**src/rtl/act_streamer_if.sv**
```systemverilog
// Streamer bus: pixel memory read port, convolver feed and frame control.
// The streamer drives the master modport; the memory/convolver/host side uses slave.
interface act_streamer_if #(
   parameter int AW = 9
);
   logic          start;
   logic          pause;
   logic [AW-1:0] mem_addr;
   logic          mem_rd_en;
   logic [15:0]   mem_rdata;
   logic [15:0]   activation;
   logic          ce;
   logic          conv_rst;
   logic          end_conv;
   logic          busy;
   logic          done;
`ifdef ACT_STREAMER_WATCHDOG_EN
   logic          err;
`endif

   modport master (
      input  start, pause, mem_rdata, end_conv,
      output mem_addr, mem_rd_en, activation, ce, conv_rst, busy, done
`ifdef ACT_STREAMER_WATCHDOG_EN
      , output err
`endif
   );

   modport slave (
      output start, pause, mem_rdata, end_conv,
      input  mem_addr, mem_rd_en, activation, ce, conv_rst, busy, done
`ifdef ACT_STREAMER_WATCHDOG_EN
      , input err
`endif
   );
endinterface

```
**src/rtl/act_streamer.sv**
```systemverilog
// Streams an N x N frame from pixel memory to the convolver (read-to-ce latency 2, pause stalls reads/drain).
// Optional ACT_STREAMER_WATCHDOG_EN: DRAIN gives up after 8 pulses without end_conv and flags err.
module act_streamer #(
   parameter int N  = 10,
   parameter int AW = 9
) (
   input  logic          clk,
   input  logic          global_rst,
   act_streamer_if.master bus
);
   localparam logic [AW-1:0] LAST_ADDR = AW'(N * N - 1);

   typedef enum logic [2:0] {IDLE, PRIME, STREAM, DRAIN, DONE} state_t;

   state_t        state;
   logic [AW-1:0] addr_q;
   logic          conv_rst_q;
   logic          busy_q;
   logic          done_q;
   logic          rd_d1;
   logic          ce_q;
   logic [15:0]   act_q;
   logic          rd_en;
   logic          pipe_empty;
   logic          drain_ce;
`ifdef ACT_STREAMER_WATCHDOG_EN
   logic [3:0]    wd_cnt;
   logic          err_q;
`endif

   assign rd_en      = (state == STREAM) && !bus.pause;
   assign pipe_empty = !rd_d1 && !ce_q;
   // Drain pulses are combinational so end_conv suppresses ce in the very cycle it is seen.
   assign drain_ce   = (state == DRAIN) && !bus.pause && pipe_empty && !bus.end_conv;

   always_ff @(posedge clk or posedge global_rst) begin
      if (global_rst) begin
         state      <= IDLE;
         addr_q     <= '0;
         conv_rst_q <= 1'b0;
         busy_q     <= 1'b0;
         done_q     <= 1'b0;
`ifdef ACT_STREAMER_WATCHDOG_EN
         wd_cnt     <= '0;
         err_q      <= 1'b0;
`endif
      end else begin
         conv_rst_q <= 1'b0;
         done_q     <= 1'b0;
`ifdef ACT_STREAMER_WATCHDOG_EN
         err_q      <= 1'b0;
`endif
         case (state)
            IDLE: begin
               if (bus.start) begin
                  state      <= PRIME;
                  conv_rst_q <= 1'b1;
                  busy_q     <= 1'b1;
                  addr_q     <= '0;
               end
            end
            PRIME: state <= STREAM;
            STREAM: begin
               if (rd_en) begin
                  if (addr_q == LAST_ADDR) begin
                     state  <= DRAIN;
                     addr_q <= '0;
`ifdef ACT_STREAMER_WATCHDOG_EN
                     wd_cnt <= '0;
`endif
                  end else begin
                     addr_q <= addr_q + 1'b1;
                  end
               end
            end
            DRAIN: begin
               if (bus.end_conv) begin
                  state  <= DONE;
                  done_q <= 1'b1;
               end
`ifdef ACT_STREAMER_WATCHDOG_EN
               else if (drain_ce) begin
                  if (wd_cnt == 4'd7) begin
                     state  <= DONE;
                     done_q <= 1'b1;
                     err_q  <= 1'b1;
                  end else begin
                     wd_cnt <= wd_cnt + 1'b1;
                  end
               end
`endif
            end
            DONE: begin
               state  <= IDLE;
               busy_q <= 1'b0;
            end
            default: state <= IDLE;
         endcase
      end
   end

   // Fixed two-stage read pipeline; act_q is zeroed by drain pulses so it holds 0 afterwards.
   always_ff @(posedge clk or posedge global_rst) begin
      if (global_rst) begin
         rd_d1 <= 1'b0;
         ce_q  <= 1'b0;
         act_q <= '0;
      end else begin
         rd_d1 <= rd_en;
         ce_q  <= rd_d1;
         if (rd_d1) begin
            act_q <= bus.mem_rdata;
         end else if (drain_ce) begin
            act_q <= '0;
         end
      end
   end

   assign bus.mem_addr   = addr_q;
   assign bus.mem_rd_en  = rd_en;
   assign bus.ce         = ce_q | drain_ce;
   assign bus.activation = drain_ce ? 16'h0000 : act_q;
   assign bus.conv_rst   = conv_rst_q;
   assign bus.busy       = busy_q;
   assign bus.done       = done_q;
`ifdef ACT_STREAMER_WATCHDOG_EN
   assign bus.err        = err_q;
`endif
endmodule

```
**src/flat_wrapper.sv**
```systemverilog
// flat-port wrapper written by rule: the top's interface ports become plain ports
module act_streamer_flat 
#(
   parameter int N  = 10,
   parameter int AW = 9
)
  (clk, global_rst, bus_start, bus_pause, bus_mem_rdata, bus_end_conv, bus_mem_addr, bus_mem_rd_en, bus_activation, bus_ce, bus_conv_rst, bus_busy, bus_done);
  act_streamer_if #(.AW(AW)) bus_i ();
  input  logic clk;
  input  logic global_rst;
  input wire logic [$bits(bus_i.start)-1:0] bus_start;
  input wire logic [$bits(bus_i.pause)-1:0] bus_pause;
  input wire logic [$bits(bus_i.mem_rdata)-1:0] bus_mem_rdata;
  input wire logic [$bits(bus_i.end_conv)-1:0] bus_end_conv;
  output wire logic [$bits(bus_i.mem_addr)-1:0] bus_mem_addr;
  output wire logic [$bits(bus_i.mem_rd_en)-1:0] bus_mem_rd_en;
  output wire logic [$bits(bus_i.activation)-1:0] bus_activation;
  output wire logic [$bits(bus_i.ce)-1:0] bus_ce;
  output wire logic [$bits(bus_i.conv_rst)-1:0] bus_conv_rst;
  output wire logic [$bits(bus_i.busy)-1:0] bus_busy;
  output wire logic [$bits(bus_i.done)-1:0] bus_done;
  assign bus_i.start = bus_start;
  assign bus_i.pause = bus_pause;
  assign bus_i.mem_rdata = bus_mem_rdata;
  assign bus_i.end_conv = bus_end_conv;
  assign bus_mem_addr = bus_i.mem_addr;
  assign bus_mem_rd_en = bus_i.mem_rd_en;
  assign bus_activation = bus_i.activation;
  assign bus_ce = bus_i.ce;
  assign bus_conv_rst = bus_i.conv_rst;
  assign bus_busy = bus_i.busy;
  assign bus_done = bus_i.done;
  act_streamer #(.N(N), .AW(AW)) u_core (.clk(clk), .global_rst(global_rst), .bus(bus_i));
endmodule
```
**config.mk**
```make
export PLATFORM = sky130hd
export DESIGN_NAME = act_streamer_flat
export DESIGN_NICKNAME = d
export VERILOG_FILES = /design/src/rtl/act_streamer_if.sv /design/src/rtl/act_streamer.sv /design/src/flat_wrapper.sv
export SDC_FILE = /design/constraint.sdc
export NUM_CORES = 1
export LEC_CHECK = 0
export BUFFER_PORTS_ARGS = -buffer_cell sky130_fd_sc_hd__buf_2
export CORE_ASPECT_RATIO = 0.8
export CORE_MARGIN = 3
export CORE_UTILIZATION = 54
export DETAILED_ROUTE_END_ITERATION = 12
export PLACE_DENSITY = 0.84
export SLEW_MARGIN = 20
export SYNTH_ARGS = -nofsm -noshare
export SYNTH_HDL_FRONTEND = slang
export SYNTH_SLANG_ARGS = --single-unit
export TNS_END_PERCENT = 100
```
**constraint.sdc**
```tcl
create_clock -name clk -period 3.9 [get_ports clk]
set_input_delay 0.195 -clock clk [delete_from_list [all_inputs] [get_ports clk]]
set_output_delay 0.195 -clock clk [all_outputs]
set_load 0.01 [all_outputs]
```
# Word-level counts from Yosys, hierarchy flattened
# Cells that the tools add are included.
# classes
bitwise_logic	1
reduce_logical	15
div	0
order_cmp	0
eq_ne	9
n_mul	0
shifts	0
mux	17
n_addsub	1
# op_table
op	n
16-bit two-way mux	2
9-bit two-way mux	3
9-bit case mux with 2 select lines	1
3-bit two-way mux	4
3-bit case mux with 4 select lines	1
9-bit by 1-bit adder with 9-bit output, second input constant	1
9-bit by 7-bit equality test with 1-bit output, second input constant	1
3-bit by 2-bit equality test with 1-bit output, second input constant	2
2-bit != test, second input constant	3
1-bit logical AND	5
1-bit two-way mux	5
1-bit zero test	4
4-bit AND reduction	1
2-bit nonzero test	2
3-bit by 1-bit equality test with 1-bit output, second input constant	1
3-bit equality test, second input constant	1
3-bit zero test	1
3-bit AND reduction	1
2-bit by 1-bit != test with 1-bit output, second input constant	1
1-bit case mux with 2 select lines	1
2-bit AND reduction	1
1-bit OR	1
# word_totals
out_inout_bits	30
word_cells	51
mem_bits_ro	0
memories	0
latch_bits	0
ff_bits	33
mem_bits_rw	0

# Depth between registers and ports, before layout
# Gate-level depths: netlist of the first run.
# logic_depth
word_depth	6
mapped_depth	6

# Worst setup path before layout of the first run
# Ideal clock, no wire load.
# synth_path
kind	register to register
start	register u_core.addr_q[0], in the netlist u_core.bus.mem_addr[0]
end	register u_core.addr_q[4], in the netlist u_core.bus.mem_addr[4]
slack_ns	2.360
setup_time_ns	0.128
arrival_ns	1.412
path_buffers	0
path_stages_with_launch	6
cell_sequence	dfrtp_1 ha_1 or3b_4 a211oi_2 xnor2_1 nor2_1
# synth_between
elab_chain_len	4
# synth_rtl
item	line	rtl
start, declared	act_streamer.sv:16	logic [AW-1:0] addr_q;
start signal, assigned	act_streamer.sv:72	addr_q <= addr_q + 1'b1;
9-bit by 1-bit adder with 9-bit output or 9-bit by 7-bit equality test with 1-bit output (tied branches)	act_streamer.sv:72, act_streamer.sv:65	
9-bit two-way mux *	act_streamer.sv:65	if (addr_q == LAST_ADDR) begin
9-bit two-way mux *	act_streamer.sv:64	if (rd_en) begin
9-bit case mux with 2 select lines *	act_streamer.sv:53	case (state)
# Every way passes the cells marked *; elsewhere a longest branch is shown, timed or not. The select of a mux whose other input is x is not followed.
# A chain may end at the register's enable or synchronous reset.

# Worst setup path in the final report of the first run
# layout_path
start	register u_core.rd_d1
end	output bus_ce
# layout_between
elab_chain_len	5
# layout_rtl
item	line	rtl
start, declared	act_streamer.sv:20	logic rd_d1;
start signal, assigned	act_streamer.sv:109	rd_d1 <= rd_en;
1-bit zero test	act_streamer.sv:32	assign pipe_empty = !rd_d1 && !ce_q;
1-bit logical AND	act_streamer.sv:32	
1-bit logical AND (2 in a row)	act_streamer.sv:34	assign drain_ce = (state == DRAIN) && !bus.pause && pipe_empty && !bus.end_conv;
1-bit OR	act_streamer.sv:121	assign bus.ce = ce_q | drain_ce;
end, declared	flat_wrapper.sv:18	output wire logic [$bits(bus_i.ce)-1:0] bus_ce;
# No other way between the ends.

==> results of run 1 <==
[final cells by class]
type / count / area (um^2)
clock buffers: 7 / 96.3
clock inverters: 1 / 5.00
fillers: 186 / 636
inverters: 19 / 71.3
multi-input cells: 107 / 668
flip-flops and latches: 33 / 826
well taps: 36 / 45.0
repair buffers: 53 / 275
[per-stage QoR]
step | util, % | cell area [um^2] | worst slack (ns)
global placement | 71.5 | 1880 | 2.05
floorplan | - | 1600 | 2.36
global route | 75.8 | 1990 | 1.50
CTS | 75.8 | 1990 | 1.64
detailed placement | 71.5 | 1880 | 1.94
finish | 75.8 | 1990 | 1.65
[registers in the layout (all words and copies together) (netlist names)]
| name | cells |
|---|---|
| u_core.rd_d1 | 1 |
| u_core.bus.conv_rst | 1 |
| u_core.bus.done | 1 |
| u_core.ce_q | 1 |
| u_core.state | 3 |
| u_core.act_q | 16 |
| u_core.bus.busy | 1 |
| u_core.bus.mem_addr | 9 |
[critical path, cell delays in order, from the launching register on]
cell	delay, ns
dfrtp_1	0.99
nor4_4	0.07
buf_4	0.26
or2_2	0.29
buf_2	0.14
[report_power, final]
| part | internal, uW | switching, uW | leakage, uW |
|---|---|---|---|
| Clock | 159 | 125 | 0.0000542 |
| Combinational | 232 | 311 | 0.000534 |
| Sequential | 462 | 106 | 0.000421 |
| Total | 853 | 542 | 0.00101 |
[cell families (layout without fill, tap and decap cells)]
family          Yosys count  after routing  synth area share, %
buf+inv                  27             80                 7.05
xor+xnor                  6              6                 3.29
fa+ha+maj                 1              1                0.783
compound gates           31             31                 15.7
simple gates             69             69                 21.5
flops                    33             33                 51.7
[worst max path at each step]
stage / depth (start not counted) / slack (ns) / end
CTS: 4 / 1.64 / bus_ce
finish: 4 / 1.65 / bus_ce
global route: 4 / 1.50 / bus_ce
floorplan: 5 / 2.36 / u_core.bus.mem_addr[4]
detailed placement: 4 / 1.94 / bus_ce
global placement: 4 / 2.05 / bus_ce
[cell usage after synthesis (all sizes together)]
cell     instances
dfrtp           33
o211ai           2
or4              1
nor3             1
xor2             2
nand3            2
inv             19
o21ai            3
nand2           20
and3             2
ha               1
o31ai           17
or2b             1
a41oi            1
a211oi           2
nand4            1
a21o             1
and2             1
or2              1
and4bb           1
buf              4
clkbuf           4
nor4             2
o2111ai          1
or3b             2
nor3b            1
nor2b            2
and2b            2
nand2b           1
xnor2            4
a21oi            4
nor2            28
[layer usage]
layer / GRT usage (%) / share of wire [%] / up-vias
met4: 12.5 / 1.7 / 0
met2: 39.8 / 52 / 39
met1: 28.0 / 42 / 667
li1: - / - / 659
met3: 5.13 / 4.9 / 6
met5: 0 / 0 / -
[repair_timing]
action,CTS,global route
endpoints found under the hold margin,33,0
hold buffers,1,0
gates resized for setup,0,0
==> impl_metrics.tcl, run 1 <==
set metrics [dict create \
    drc 0 \
    area_growth_pct 24.4 \
    ff2ff_setup_slack_ns 2.16 \
    drt_iter0_markers 116 \
    cts_setup_buffers 0 \
    synth-warning-count 0 \
    min_path_cells 3 \
    outcome "completed" \
    firstDrtPassIters 4 \
    grt_max_degree 35 \
    nNetsFinal 241 \
    r2r_end "u_core.act_q[10]" \
    cellLeakagePower_uw 0.00101 \
    grt_pass1_wl_mm 6.05 \
    power_uw 1400 \
    whs_ns 0.108 \
    cts_tree "done" \
    setup.worst_path.end_class "output pin" \
    cp_max_fo 34 \
    place_congestion 0.848 \
    min_from "bus_mem_rdata[11]" \
    cts_max_path_buffers 2 \
    arrival_ns 2.05 \
    skew_ns 0.00538 \
    ir_drop_uv 469 \
    period_share_pct 57.6 \
    powerDensity_nw_per_um2 702 \
    cp.required_ns 3.70 \
    die_y_um 54.7 \
    core.rowCount 16 \
    grt_overflow 0 \
    layout_common_cells "buf_2, dfrtp_1, nor2_1" \
    maxCapViolations 0 \
    ant_nets 0 \
    tightestPinTransition_ns 0.976 \
    boundaryPins 51 \
    setup_viol 0 \
    fin_crit_ns 2.25 \
    port_buffers 50 \
    num_vias 1371 \
    grtUsageTotal_pct 23.3 \
    yosys_register_bits 33 \
    start_util_pct 60.9 \
    clk-insertion-delay-late_ns 0.29 \
    start_kind "flip-flop" \
    ys_seq_area_share_pct 51.7 \
    worstSetupStartpoint "u_core.rd_d1" \
    wl_per_cell_um 14.7 \
    clkTransAtPathRegs_ns 0.07 \
    critPathKind "reg2out" \
    antenna_cells 0 \
    final-hold-violation-count 0 \
    hold_class "in2reg" \
    netlist.area_leader.share_pct 51.7 \
    htreeDepth 2 \
    core-area_um2 2620 \
    clock_sinks 33 \
    yosys-top-cells-area "dfrtp_1, o31ai_1, nor2_1, nand2_1, inv_1" \
    die_x_um 66.8 \
    netlist_area_um2 1600 \
    routed_via_density 5.36 \
    synthCells 167 \
    grt_pass1_vias 1297 \
    tns_ns 0 \
    antenna_found_initial 0 \
    dpl.cell_count 247 \
    cts-root-buf "clkbuf_8" \
    synth_cell_types 39 \
    final_common_cell "buf_2" \
    rsz0062_at_grt "false" \
    fin_cells 256 \
    rr_startpoint "u_core.rd_d1" \
    drive_gt1_share_pct 33.2 \
    reg2reg_depth 3 \
    synth_top_area_cell "dfrtp_1" \
    synth.net_count 189 \
    dp_hpwl_mm 2.65 \
    die-area_um2 3650 \
    drt-total-wl_mm 3.76 \
    syn_avg_cell_area_um2 9.57 \
    drv_slew 0 \
    slew_headroom_pct 34.9 \
    numCtsBuffers 5 \
    whs_endpoint "u_core.act_q[11]" \
    fmax_mhz 445 \
]
Note: power is estimated with default switching activity, not from simulation.
==> run 2: changes to the inputs <==
- CORE_UTILIZATION: 54 -> 45
- PLACE_DENSITY: 0.84 -> 0.75
- clock period: 3.9 -> 1.9 ns (I/O delays scaled with it)
==> run 2 against run 1 <==
Against the previous run:
- worst hold slack worse by 0.085 ns
- clock skew fell by 0.0028 ns
- routed wire length down 16%
- via count shrank 4.6%
- flip-flop and latch count unchanged
- final area increased by 2.0%
- combinational power grew 120%
- non-clock buffer count grew 2
- register-to-register slack got worse by 1.9 ns
- core utilization down 13 points
- largest power group is now combinational logic
==> impl_metrics.tcl, run 2 (synthesis results as in run 1) <==
set metrics [dict create \
    nNetsFinal 243 \
    clk-insertion-delay-late_ns 0.27 \
    cts-root-buf "clkbuf_8" \
    fin_cells 262 \
    drt_iter0_markers 70 \
    largest_reg_flops 16 \
    routed_via_density 4.99 \
    dp_hpwl_mm 2.34 \
    switching_share_pct 37.1 \
    skew_ns 0.00260 \
    fillCellCount 293 \
    worstSetupStartpoint "u_core.state[2]" \
    grt_max_degree 34 \
    regArea_um2 827 \
    cp.required_ns 1.80 \
    slew_headroom_pct 73.5 \
    outcome "completed" \
    tightestPinTransition_ns 0.397 \
    fmax_mhz 560 \
    final-hold-violation-count 0 \
    ff2ff_setup_slack_ns 0.29 \
    antenna_found_initial 0 \
    start_util_pct 49.3 \
    core-area_um2 3240 \
    final_common_cell "buf_2" \
    core.rowCount 18 \
    p_sw_uw 1050 \
    arrival_ns 1.69 \
    firstDrtPassIters 4 \
    min_path_cells 3 \
    htreeDepth 2 \
    drv_slew 0 \
    clkTransAtPathRegs_ns 0.06 \
    num_vias 1308 \
    dpl.cell_count 253 \
    cellLeakagePower_uw 0.00102 \
    ant_nets 0 \
    boundaryPins 51 \
    setup_viol 0 \
    cts_tree "done" \
    r2r_end "u_core.bus.mem_addr[4]" \
    crit_end "bus_ce" \
    wl_per_cell_um 12.1 \
    regMostFlops "u_core.act_q" \
    start_kind "flip-flop" \
    drt-total-wl_mm 3.18 \
    comb_power_share_pct 41.7 \
    grt_pass1_wl_mm 5.34 \
    powerDensity_nw_per_um2 1390 \
    die-area_um2 4310 \
    area_growth_pct 26.8 \
    antenna_cells 0 \
    die_y_um 59.3 \
    clock_sinks 33 \
    layout_common_cells "buf_2, dfrtp_1, nor2_1" \
    rsz0062_at_grt "false" \
    rr_startpoint "u_core.bus.mem_addr[0]" \
    crit_path_top_delay_cell "dfrtp_2" \
    numCtsBuffers 5 \
    reg2reg_depth 5 \
    period_share_pct 94.0 \
    seqPwrFrac_pct 38.6 \
    grt_pass1_vias 1161 \
    critPathKind "reg2out" \
    max_stage_delay_ns 0.47 \
    intPower_uw 1780 \
    place_congestion 0.786 \
    fin_crit_ns 1.79 \
    die_x_um 72.6 \
    port_buffers 50 \
    cts_max_path_buffers 2 \
    multi_input_area_um2 673 \
    tns_ns 0 \
    grt_overflow 0 \
    path_cells "nor2_1 -> nand3_2 -> nor4_4 -> buf_12 -> or2_2 -> buf_2" \
    drive_gt1_share_pct 34.7 \
    grtUsageTotal_pct 16.3 \
    hold_class "in2reg" \
    ir_drop_uv 817 \
    maxCapViolations 0 \
    cp_max_fo 33 \
    setup.worst_path.end_class "output pin" \
    pwr-share-clk_pct 19.7 \
    drc 0 \
]
run 2: cell types whose count changed in the layout (fill, tap and decap cells not counted), sizes merged:
| cell | delta |
|---|---|
| buf | +2 |
run 2: timing repair:
| item | in CTS | in global routing |
|---|---|---|
| hold endpoints to repair | 33 | 0 |
| gates resized for setup | 0 | 2 |
| setup buffers | 0 | 0 |
| hold buffers | 1 | 0 |
| endpoints found under the setup margin | 0 | 1 |
run 2: power by group through the flow:
stage,clock (uW),combinational [uW],sequential [uW]
after floorplan,0,792,1080
after global placement,0,1170,1080
after detailed placement,0,1180,1090
after CTS,578,1190,1090
after global routing,612,1340,1120
final,557,1180,1090
run 2: layout make-up:
class	instances	share of cell area [%]
Timing Repair Buffer	55	14.9
Clock buffer	7	4.76
Multi-Input combinational cell	107	33.2
Tap cell	40	2.47
Sequential cell	33	40.8
Inverter	19	3.52
Clock inverter	1	0.247
run 2: worst max-delay path, delay by kind of cell, from the launching register on:
kind	cells	cell delay (ns)
simple gates	4	0.60
flops	1	0.47
buf+inv	2	0.34
run 2: worst min-delay path by stage:
stage | slack [ns] | startpoint | end
final | 0.02 | bus_mem_rdata[7] | u_core.act_q[7]
after floorplan | 0.20 | bus_start | u_core.bus.conv_rst
after global routing | 0.02 | bus_mem_rdata[15] | u_core.act_q[15]
after CTS | 0.01 | bus_mem_rdata[5] | u_core.act_q[5]
after detailed placement | 0.20 | global_rst | u_core.bus.done
after global placement | 0.21 | global_rst | u_core.act_q[13]
run 2: per-stage QoR:
step	power (uW)	utilization [%]	hold WS, ns	area (um^2)	setup slack, ns
after CTS	2860	62.3	0.0136	2020	0.0479
after detailed placement	2280	58.8	0.200	1910	0.307
after global placement	2250	58.8	0.206	1910	0.337
after global routing	3070	62.5	0.0198	2030	0.0153
after floorplan	1870	-	0.203	1600	0.360
final	2830	62.5	0.0223	2030	0.113
run 2: metal layers:
layer,track usage [%],vias to the layer above,wire length [um],share of wire [%]
li1,-,663,-,-
met1,23.1,619,1580,50
met2,23.7,24,1440,45
met3,4.24,2,122,3.8
met4,7.11,0,34,1.1
met5,0,-,0,0
==> run 3: changes to the inputs <==
- CORE_UTILIZATION: 45 -> 54
- MAX_ROUTING_LAYER: unset -> met4
- PLACE_DENSITY: 0.75 -> 0.84
- clock period: 1.9 -> 2.1 ns (I/O delays scaled with it)
==> run 3 against run 2 <==
Against the previous run:
- global-route usage increased by 6.7 points
- combinational power decreased by 9%
- sequential share of layout area increased by 0.71 points
- worst hold slack got worse by 0.00083 ns
- clock skew increased by 0.0015 ns
- flip-flop and latch count unchanged
- routed wire length increased by 12%
==> impl_metrics.tcl, run 3 (synthesis results as in run 1) <==
set metrics [dict create \
    fmax_mhz 542 \
    core.rowCount 16 \
    wl_per_cell_um 13.9 \
    setup_ws_ns 0.256 \
    tightestPinTransition_ns 0.399 \
    dpl-instance-area_um2 1900 \
    cp.required_ns 2.00 \
    antenna_found_initial 0 \
    fillCellCount 181 \
    cts_tree "done" \
    comb_power_share_pct 42.6 \
    cellLeakagePower_uw 0.00101 \
    powerDensity_nw_per_um2 1260 \
    r2r_end "u_core.bus.mem_addr[6]" \
    min_from "bus_mem_rdata[6]" \
    cts_setup_buffers 0 \
    min_path_cells 3 \
    firstDrtPassIters 4 \
    arrival_ns 1.74 \
    fin_crit_ns 1.84 \
    pwr-share-clk_pct 17.7 \
    largest_reg_flops 16 \
    drc 0 \
    ir_drop_uv 823 \
    cp_max_fo 33 \
    p_sw_uw 980 \
    antenna_cells 0 \
    period_share_pct 87.8 \
    layout_common_cells "buf_2, dfrtp_1, nor2_1" \
    drt_iter0_markers 105 \
    die_x_um 66.8 \
    grt_max_degree 34 \
    regMostFlops "u_core.act_q" \
    numCtsBuffers 5 \
    final-hold-violation-count 0 \
    start_kind "flip-flop" \
    grt_overflow 0 \
    grt_pass1_wl_mm 6.02 \
    hold_class "in2reg" \
    skew_ns 0.00408 \
    htreeDepth 2 \
    clock_sinks 33 \
    power_uw 2510 \
    routed_via_density 5.19 \
    final_util_pct 75.8 \
    rr_startpoint "u_core.bus.mem_addr[0]" \
    grtUsageTotal_pct 23.0 \
    num_vias 1334 \
    slew_headroom_pct 73.4 \
    reg2reg_depth 5 \
    start_util_pct 60.9 \
    ff2ff_setup_slack_ns 0.47 \
    tns_ns 0 \
    drt-total-wl_mm 3.57 \
    die_y_um 54.7 \
    port_buffers 50 \
    ant_nets 0 \
    grt_pass1_vias 1360 \
    boundaryPins 51 \
    critPathKind "reg2out" \
    seqPwrFrac_pct 39.6 \
    clk-insertion-delay-late_ns 0.28 \
    final_area_um2 1990 \
    drive_gt1_share_pct 33.0 \
    setup.worst_path.end_class "output pin" \
    nNetsFinal 242 \
    dp_hpwl_mm 2.66 \
    cts_max_path_buffers 2 \
    die-area_um2 3650 \
    clkTransAtPathRegs_ns 0.06 \
    intPower_uw 1530 \
    outcome "completed" \
    cts_resized 0 \
    final_common_cell "buf_2" \
    setup_viol 0 \
    drv_slew 0 \
    rsz0062_at_grt "false" \
    regArea_um2 826 \
    switching_share_pct 39.0 \
    multi_input_area_um2 668 \
    core-area_um2 2620 \
    place_congestion 0.875 \
    area_growth_pct 24.4 \
    whs_endpoint "u_core.act_q[6]" \
    cts-root-buf "clkbuf_8" \
    post-place-ws_ns 0.479 \
    maxCapViolations 0 \
]
## run 3: worst max path at each step
stage,start,endpoint,slack (ns)
2_1_floorplan,u_core.bus.mem_addr[0],u_core.bus.mem_addr[6],0.56
3_3_place_gp,u_core.bus.mem_addr[0],u_core.bus.mem_addr[6],0.57
3_5_place_dp,u_core.bus.mem_addr[0],u_core.bus.mem_addr[6],0.48
4_1_cts,u_core.state[2],bus_ce,0.25
5_1_grt,u_core.state[2],bus_ce,0.12
6_report,u_core.state[2],bus_ce,0.26
## run 3: cell type report
class,count,area share [%]
Clock inverter,2,0.503
Tap cell,36,2.27
Timing Repair Buffer,54,14.9
Multi-Input combinational cell,107,33.6
Sequential cell,33,41.5
Inverter,19,3.59
Clock buffer,6,3.65
## run 3: stage by stage
step / hold slack (ns) / instances
2_1_floorplan: 0.213 / 167
3_3_place_gp: 0.202 / 248
3_5_place_dp: 0.211 / 248
4_1_cts: 0.0193 / 257
5_1_grt: 0.0292 / 257
6_report: 0.0215 / 257
## run 3: worst max-delay path, cell delays in order, from the launching register on
cell,delay [ns]
dfrtp_1,0.48
nor2_1,0.14
nand3_1,0.15
nor4_4,0.22
buf_12,0.22
or2_2,0.13
buf_2,0.12
## run 3: timing repair
action                                  in CTS  in global routing
hold endpoints to repair                    33                  0
hold buffers                                 1                  0
endpoints found under the setup margin       0                  0
## run 3: power groups by stage
stage                     clock network, uW  registers, uW  logic, uW
after floorplan                           0            978        716
after global placement                    0            986       1020
after detailed placement                  0           1000       1070
after CTS                               453            994       1090
after global routing                    491           1020       1200
final                                   444            995       1070
## run 3: routing by layer
layer / part of all wire, % / vias up / track usage [%]
met4: 1.0 / 0 / 8.45
met1: 43 / 635 / 27.3
li1: - / 663 / -
met2: 51 / 32 / 38.7
met5: 0 / - / -
met3: 4.4 / 4 / 5.54
